[config.mk]
export PLATFORM = sky130hd
export DESIGN_NAME = mult_div_unit
export DESIGN_NICKNAME = d
export VERILOG_FILES = /design/src/rtl/mult_div_unit.sv
export SDC_FILE = /design/constraint.sdc
export NUM_CORES = 1
export LEC_CHECK = 0
export ABC_AREA = 1
export CAP_MARGIN = 25
export CORE_MARGIN = 5
export CORE_UTILIZATION = 30
export CTS_BUF_LIST = sky130_fd_sc_hd__clkbuf_2
export DETAILED_ROUTE_END_ITERATION = 10
export SLEW_MARGIN = 20
export SYNTH_ARGS = -nofsm -noshare
export SYNTH_HDL_FRONTEND = slang
export SYNTH_SLANG_ARGS = --single-unit
[constraint.sdc]
create_clock -name clk -period 4.4 [get_ports clk]
set_clock_uncertainty 0.05 [all_clocks]
set_input_delay 0.88 -clock clk [delete_from_list [all_inputs] [get_ports clk]]
set_output_delay 0.88 -clock clk [all_outputs]
set_load 0.02 [all_outputs]
[src/rtl/mult_div_unit.sv]
// mult_div_unit: multicycle signed multiply/divide engine that answers the
// control unit's start/done handshake for MULT and DIV instructions.
//
// Handshake: a request is accepted on any rising edge where start = 1 and
// the unit is in IDLE. busy is high from the next cycle through the DONE
// cycle inclusive. done pulses for exactly one cycle, and hi_out/lo_out are
// valid from that cycle on. A start seen in any other state is dropped; it is
// not queued.
//
// Ports:
//   clk     - system clock, rising edge
//   reset   - synchronous, active-high; overrides everything, including an
//             operation in flight
//   start   - request pulse, sampled only in IDLE
//   op      - 0 = MULT, 1 = DIV, sampled with start
//   a_in    - signed multiplicand / dividend, sampled with start
//   b_in    - signed multiplier / divisor, sampled with start
//   busy    - operation in progress (includes the DONE cycle)
//   done    - one-cycle completion pulse
//   div0    - DIV had a zero divisor; held until the next accepted start
//   hi_out  - MULT: upper product word, DIV: remainder
//   lo_out  - MULT: lower product word, DIV: quotient
module mult_div_unit #(
    parameter int WIDTH = 32
) (
    input  logic             clk,
    input  logic             reset,
    input  logic             start,
    input  logic             op,
    input  logic [WIDTH-1:0] a_in,
    input  logic [WIDTH-1:0] b_in,
    output logic             busy,
    output logic             done,
    output logic             div0,
    output logic [WIDTH-1:0] hi_out,
    output logic [WIDTH-1:0] lo_out
);

    localparam int CW = $clog2(WIDTH);

    typedef enum logic [1:0] {S_IDLE, S_MULT, S_DIV, S_DONE} state_t;

    state_t           state, state_next;
    logic [CW-1:0]    count;
    logic [WIDTH-1:0] mag;       // MULT: |multiplicand|, DIV: |divisor|
    logic [WIDTH-1:0] work_hi;   // MULT: upper partial product, DIV: remainder
    logic [WIDTH-1:0] work_lo;   // MULT: multiplier bits / lower product, DIV: dividend -> quotient
    logic             sign_a;
    logic             sign_neg;

    logic             accept;
    logic             last_step;
    logic             b_zero;
    logic [WIDTH-1:0] a_mag, b_mag;

    logic [WIDTH:0]     add_sum, shifted, diff;
    logic [WIDTH-1:0]   step_hi, step_lo;
    logic [2*WIDTH-1:0] prod_mag, prod_signed;
    logic [WIDTH-1:0]   quo_signed, rem_signed;

    assign accept    = (state == S_IDLE) && start;
    assign last_step = (count == CW'(WIDTH - 1));
    assign b_zero    = (b_in == '0);

    // The magnitude of the most-negative value is 2^(WIDTH-1), which still
    // fits as an unsigned WIDTH-bit number.
    assign a_mag = a_in[WIDTH-1] ? -a_in : a_in;
    assign b_mag = b_in[WIDTH-1] ? -b_in : b_in;

    // State register
    always_ff @(posedge clk) begin
        if (reset) begin
            state <= S_IDLE;
        end else begin
            state <= state_next;
        end
    end

    // Next-state logic
    always_comb begin
        state_next = state;
        case (state)
            S_IDLE: begin
                if (start) begin
                    if (!op)        state_next = S_MULT;
                    else if (b_zero) state_next = S_DONE;
                    else            state_next = S_DIV;
                end
            end
            S_MULT:  if (last_step) state_next = S_DONE;
            S_DIV:   if (last_step) state_next = S_DONE;
            S_DONE:  state_next = S_IDLE;
            default: state_next = S_IDLE;
        endcase
    end

    // FSM outputs
    always_comb begin
        busy = (state != S_IDLE);
        done = (state == S_DONE);
    end

    // One iteration of shift-add or restoring division.
    always_comb begin
        add_sum = {1'b0, work_hi} + (work_lo[0] ? {1'b0, mag} : '0);
        shifted = {work_hi, work_lo[WIDTH-1]};
        diff    = shifted - {1'b0, mag};
        step_hi = work_hi;
        step_lo = work_lo;
        if (state == S_MULT) begin
            // The carry out of the add shifts down into the upper word.
            step_hi = add_sum[WIDTH:1];
            step_lo = {add_sum[0], work_lo[WIDTH-1:1]};
        end else if (state == S_DIV) begin
            // A borrow out of the trial subtract means the divisor did not fit.
            if (!diff[WIDTH]) begin
                step_hi = diff[WIDTH-1:0];
                step_lo = {work_lo[WIDTH-2:0], 1'b1};
            end else begin
                step_hi = shifted[WIDTH-1:0];
                step_lo = {work_lo[WIDTH-2:0], 1'b0};
            end
        end
    end

    // Sign correction applied to the result of the final iteration.
    always_comb begin
        prod_mag    = {step_hi, step_lo};
        prod_signed = sign_neg ? -prod_mag : prod_mag;
        quo_signed  = sign_neg ? -step_lo : step_lo;
        rem_signed  = sign_a ? -step_hi : step_hi;
    end

    // Datapath
    always_ff @(posedge clk) begin
        if (reset) begin
            count    <= '0;
            mag      <= '0;
            work_hi  <= '0;
            work_lo  <= '0;
            sign_a   <= 1'b0;
            sign_neg <= 1'b0;
            div0     <= 1'b0;
            hi_out   <= '0;
            lo_out   <= '0;
        end else if (accept) begin
            count    <= '0;
            sign_a   <= a_in[WIDTH-1];
            sign_neg <= a_in[WIDTH-1] ^ b_in[WIDTH-1];
            div0     <= op & b_zero;
            work_hi  <= '0;
            if (op) begin
                mag     <= b_mag;
                work_lo <= a_mag;
            end else begin
                mag     <= a_mag;
                work_lo <= b_mag;
            end
        end else if (state == S_MULT || state == S_DIV) begin
            work_hi <= step_hi;
            work_lo <= step_lo;
            count   <= count + 1'b1;
            if (last_step) begin
                if (state == S_MULT) begin
                    {hi_out, lo_out} <= prod_signed;
                end else begin
                    hi_out <= rem_signed;
                    lo_out <= quo_signed;
                end
            end
        end
    end

endmodule
==> results of run 1 <==
-- cell usage in the layout, fill, tap and decap left out, types with 65 or more instances in the layout --
cell type,Yosys,routed
inv_1,464,462
nor2_1,277,271
xor2_1,65,65
ha_1,75,70
o21ai_0,182,180
nand2_1,823,814
dfxtp_1,170,159
clkdlybuf4s50_1,0,133
nand3_1,187,184
buf_4,10,230
a21oi_1,206,202
o211ai_1,65,65
-- power breakdown --
part	internal (mW)	leakage [nW]	switching (mW)	total, mW
Sequential	1.87	1.39	0.328	2.20
Combinational	5.42	9.06	10.2	15.6
Clock	0.248	0.159	0.749	0.997
-- worst max-delay path: cells and delay by family (launching register included) --
| kind | cells | cell delay, ns |
|---|---|---|
| AO/OA/AOI/OAI | 3 | 0.47 |
| adder cells (fa/ha/maj) | 3 | 0.71 |
| buffers and inverters | 6 | 0.38 |
| flip-flops | 1 | 0.42 |
| AND/OR/NAND/NOR | 22 | 2.21 |
-- through the flow --
step	hold WS (ns)	total power, mW	setup TNS [ns]
floorplan	0.395	12.0	0
global placement	0.408	17.3	0
detailed placement	0.418	17.2	0
CTS	0.365	18.3	0
global route	0.388	20.4	-0.941
finish	0.419	18.8	0
-- layer usage --
| metal | up-vias | wire [um] | track usage |
|---|---|---|---|
| li1 | 10200 | - | - |
| met4 | 0 | 4030 | 0.106 |
| met1 | 9268 | 31600 | 0.296 |
| met5 | - | 0 | 0 |
| met3 | 159 | 4550 | 0.0260 |
| met2 | 842 | 34100 | 0.376 |
-- kinds of logic (layout without fill, tap and decap cells) --
group | count (synthesis) | count (layout) | share of synthesized area
simple gates | 1455 | 1455 | 0.360
buf+inv | 606 | 895 | 0.138
compound gates | 583 | 583 | 0.195
flops | 170 | 170 | 0.196
xor+xnor | 108 | 108 | 0.0545
fa+ha+maj | 77 | 77 | 0.0564
other cells | 0 | 2 | 0
-- final cells by class --
type / instances / area, um^2
sequential: 170 / 3420
timing repair buffer: 369 / 3150
inverter: 494 / 1860
antenna: 2 / 5.00
tap: 765 / 957
clock buffer: 17 / 85.1
fill: 6405 / 36100
multi-input combinational: 2223 / 11700
clock inverter: 15 / 176
-- path summary, 6_finish.rpt --
| check | end | slack (ns) |
|---|---|---|
| max reg2reg | hi_out[24] | 0.15 |
| max | hi_out[24] | 0.15 |
| min reg2reg | count[4] | 0.44 |
| min | hi_out[17] | 0.42 |
-- registers in the layout (all words and copies together) (netlist names) --
| signal | count |
|---|---|
| mag | 32 |
| hi_out | 32 |
| work_hi | 32 |
| lo_out | 32 |
| count | 5 |
| state | 2 |
| sign_neg | 1 |
| work_lo | 32 |
| sign_a | 1 |
| div0 | 1 |
-- timing repair --
| item | CTS | global route |
|---|---|---|
| gates resized for setup | 4 | 45 |
| endpoints found under the setup margin | 4 | 21 |
| pin swaps | 0 | 20 |
| hold buffers | 0 | 0 |
| buffers inserted | 0 | 8 |
==> flow_summary.json, run 1 <==
{
  "yosys_most_used_dff": "dfxtp_1",
  "drc": 0,
  "vias": 20500,
  "start_util": 0.302,
  "crit_arrival_ns": 5.18,
  "slew_viol_final": 0,
  "grt_pass1_vias": 19000,
  "grt_usage": 0.227,
  "synthToLayoutAreaGrowth_pct": 23.1,
  "seq_area_frac_synth": 0.196,
  "dpl.hpwl_um": 59700,
  "synthTopCellsByCount": "nand2_1 (823), inv_1 (464), nor2_1 (277), a21oi_1 (206), nand3_1 (187)",
  "worstMarginPinSlew_ns": 1.02,
  "fin_nets": 3420,
  "worstRegToRegCells": 34,
  "synthesis.area_um2": 17400,
  "ys_seq_elements": 170,
  "min_period_ns": 4.25,
  "cp-start-kind": "flip-flop",
  "pin_count": 135,
  "post_drt_wl_per_cell_um": 18.3,
  "die_y_um": 251,
  "worstSetupEndpointType": "flip-flop",
  "max_freq_ghz": 0.235,
  "port_buffers": 134,
  "synth-async-reset-ratio": 0,
  "first_pass_iters": 6,
  "yosys.cell_types.count": 60,
  "syn_avg_cell_area_um2": 5.79,
  "timing.critical_path.mode_cell": "nand2_2",
  "power.density_nw_per_um2": 882,
  "drtAntennaViolNets": 0,
  "htree_num_levels": 4,
  "synth-edff-count": 0,
  "p_leak_nw": 10.6,
  "rows": 88,
  "synth_area_leaders": "dfxtp_1 (20%), nand2_1 (18%), inv_1 (10%)",
  "max-vdd-ir-drop_v": 0.000620,
  "maxCapViolCount": 0,
  "ys_warn_count": 0,
  "cp.required_ns": 5.33,
  "drt_iter0_drc": 2010,
  "grt_max_degree": 124,
  "die_width_um": 251,
  "root_buffer": "clkbuf_2",
  "syn_nets": 3144,
  "setup_slack_ns": 0.150,
  "cts_buffer_depth": 2,
  "grt_pass1_wl_um": 112000,
  "wirelength_um": 74300,
  "final_util": 0.372,
  "viasPerCell": 5.05,
  "antenna_found_initial": 2,
  "cts_sinks": 170,
  "drive_gt1_frac": 0.131,
  "path_class": "flip-flop to flip-flop",
  "status": "finished, final reports clean",
  "finalNonFillerCells": 4055,
  "min_period_over_period": 0.966,
  "cts_tree": "built",
  "min-delay-start": "reset",
  "hp-class": "input pin to flip-flop",
  "critical_path.startpoint": "work_lo[31]",
  "synth.top_cell.area_share": 0.196,
  "relSlewSlack": 0.318,
  "setup_viol": 0,
  "dieArea_um2": 62800,
  "yosys.area.top_type": "dfxtp_1",
  "coreArea_um2": 57500,
  "netlist_instances": 2999,
  "clock_latency_ns": 1.01,
  "min_path_cells": 4,
  "cts_buffers": 17,
  "rsz0062_at_grt": "true",
  "clkTransAtPathRegs_ns": 0.36,
  "placed_area_um2": 20900,
  "place_ws_ns": 0.00671,
  "stdcell_area_um2": 21400,
  "timing.rr.start": "work_lo[31]",
  "slowest_stage": "dfxtp_2",
  "grt_overflow": 0,
  "path_max_fanout": 4,
  "hold_viol_final": 0,
  "place_inst": 4013,
  "routabilityCongestion": 0.971,
  "cpPeakStageDelay_ns": 0.42,
  "synth.most_common_cell": "nand2_1"
}
Power figures use the tool's default switching activity.
==> run 2: changes to the inputs <==
CORE_MARGIN = 8   (was 5)
==> flow_summary.json, run 2 (synthesized netlist as in run 1, its figures left out) <==
{
  "first_pass_iters": 6,
  "status": "finished, final reports clean",
  "slew_viol_final": 0,
  "min_period_ns": 4.19,
  "worstMarginPinSlew_ns": 1.04,
  "fin_nets": 3374,
  "wirelength_um": 75700,
  "clock_latency_ns": 0.97,
  "holdWs_ns": 0.369,
  "dieArea_um2": 65800,
  "pin_count": 135,
  "max-vdd-ir-drop_v": 0.00107,
  "root_buffer": "clkbuf_2",
  "setup_slack_ns": 0.205,
  "grt_overflow": 0,
  "place_ws_ns": 0.0497,
  "clkTransAtPathRegs_ns": 0.35,
  "cp.required_ns": 5.22,
  "viasPerCell": 5.07,
  "cts_buffers": 17,
  "relSlewSlack": 0.305,
  "coreArea_um2": 57500,
  "crit_arrival_ns": 5.01,
  "total_power_mw": 18.7,
  "post_drt_wl_per_cell_um": 18.9,
  "start_util": 0.302,
  "max_freq_ghz": 0.238,
  "hold_viol_final": 0,
  "dpl.hpwl_um": 60400,
  "cp-start-kind": "flip-flop",
  "synthToLayoutAreaGrowth_pct": 21.2,
  "hp-class": "input pin to flip-flop",
  "antenna_found_initial": 2,
  "cts_buffer_depth": 2,
  "grt_usage": 0.222,
  "fin_setup_tns_ns": 0,
  "routabilityCongestion": 1.02,
  "vias": 20300,
  "worstRegToRegCells": 27,
  "mostFrequentLayoutCells": "nand2_1 (813), inv_1 (462), nor2_1 (271)",
  "port_buffers": 134,
  "grt_max_degree": 94,
  "die_width_um": 257,
  "min_path_cells": 5,
  "path_max_fanout": 5,
  "min_period_over_period": 0.953,
  "rows": 88,
  "maxCapViolCount": 0,
  "fill_cells": 6488,
  "grt_pass1_vias": 19100,
  "die_y_um": 257,
  "worstSetupEndpointType": "flip-flop",
  "drtAntennaViolNets": 0,
  "power.density_nw_per_um2": 889,
  "layout_commonest_cell": "nand2_1",
  "rsz0062_at_grt": "true",
  "grt_pass1_wl_um": 114000,
  "cts_sinks": 170,
  "final_util": 0.366,
  "drt_iter0_drc": 2044,
  "cts_tree": "built",
  "htree_num_levels": 4,
  "path_class": "flip-flop to flip-flop",
  "setup_viol": 0,
  "p_leak_nw": 10.4,
  "rrSetupSlack_ns": 0.21,
  "drive_gt1_frac": 0.123,
  "drc": 0
}
run 2: cell types whose count changed in the layout (fill, tap and decap cells not counted), moves of 2 or more:
cell,change
buf_4,-44
dfxtp_2,+7
ha_2,+4
dfxtp_1,-8
o21ai_1,-3
ha_1,-5
clkinvlp_4,+2
o21ai_0,+2
run 2: where the power goes:
part	switching, mW	internal [mW]
clock network	0.732	0.243
logic	10.3	5.22
registers	0.359	1.88
total	11.4	7.34
run 2: through the flow:
| step | instances | area (um^2) |
|---|---|---|
| final | 4008 | 21000 |
| after CTS | 3998 | 20800 |
| after global routing | 4008 | 21000 |
| after global placement | 3966 | 20500 |
| after floorplan | 2999 | 17400 |
| after detailed placement | 3966 | 20500 |
run 2: critical path, cell delays in order (launching register included):
cell and delay (ns):
dfxtp_1 0.46, inv_1 0.06, ha_1 0.36, nand2_1 0.17, nor3_4 0.27, and2_4 0.20
nand2_4 0.07, nand3_4 0.11, nand2_8 0.07, o21ai_4 0.16, nand2_2 0.08, inv_2 0.09
ha_4 0.16, nand2_4 0.06, nor2_4 0.13, nand3_2 0.10, nor2_4 0.18, nand2_4 0.08
nor3_4 0.18, nand4_1 0.15, o21ai_2 0.18, inv_2 0.07, nor2_4 0.19, o21ai_0 0.16
nand4_1 0.15, nand3_1 0.07, nand2_1 0.08, inv_1 0.03
run 2: layout make-up:
type | count | area (um^2) | area share
multi-input combinational | 2223 | 11700 | 0.558
timing repair buffer | 323 | 2790 | 0.133
antenna | 1 | 2.50 | 0.000119
clock inverter | 15 | 175 | 0.00833
sequential | 170 | 3430 | 0.163
tap | 765 | 957 | 0.0455
clock buffer | 17 | 85.1 | 0.00405
inverter | 494 | 1860 | 0.0882
run 2: worst paths after layout:
path / start / to
worst max-delay path: mag[28] / hi_out[14]
worst min register to register: count[4] / count[4]
worst max register to register: mag[28] / hi_out[14]
worst min-delay path: reset / work_hi[11]
run 2: layer usage:
metal | wire [um] | vias to the layer above | track usage
li1 | - | 10100 | -
met1 | 31700 | 9273 | 0.275
met2 | 34600 | 789 | 0.365
met3 | 5120 | 184 | 0.0359
met4 | 4350 | 0 | 0.119
met5 | 0 | - | 0
run 2: what timing repair did:
item,CTS,global route
hold buffers,0,0
buffers inserted,0,9
resized for setup,0,60
endpoints found under the setup margin,0,27
hold endpoints to repair,0,0
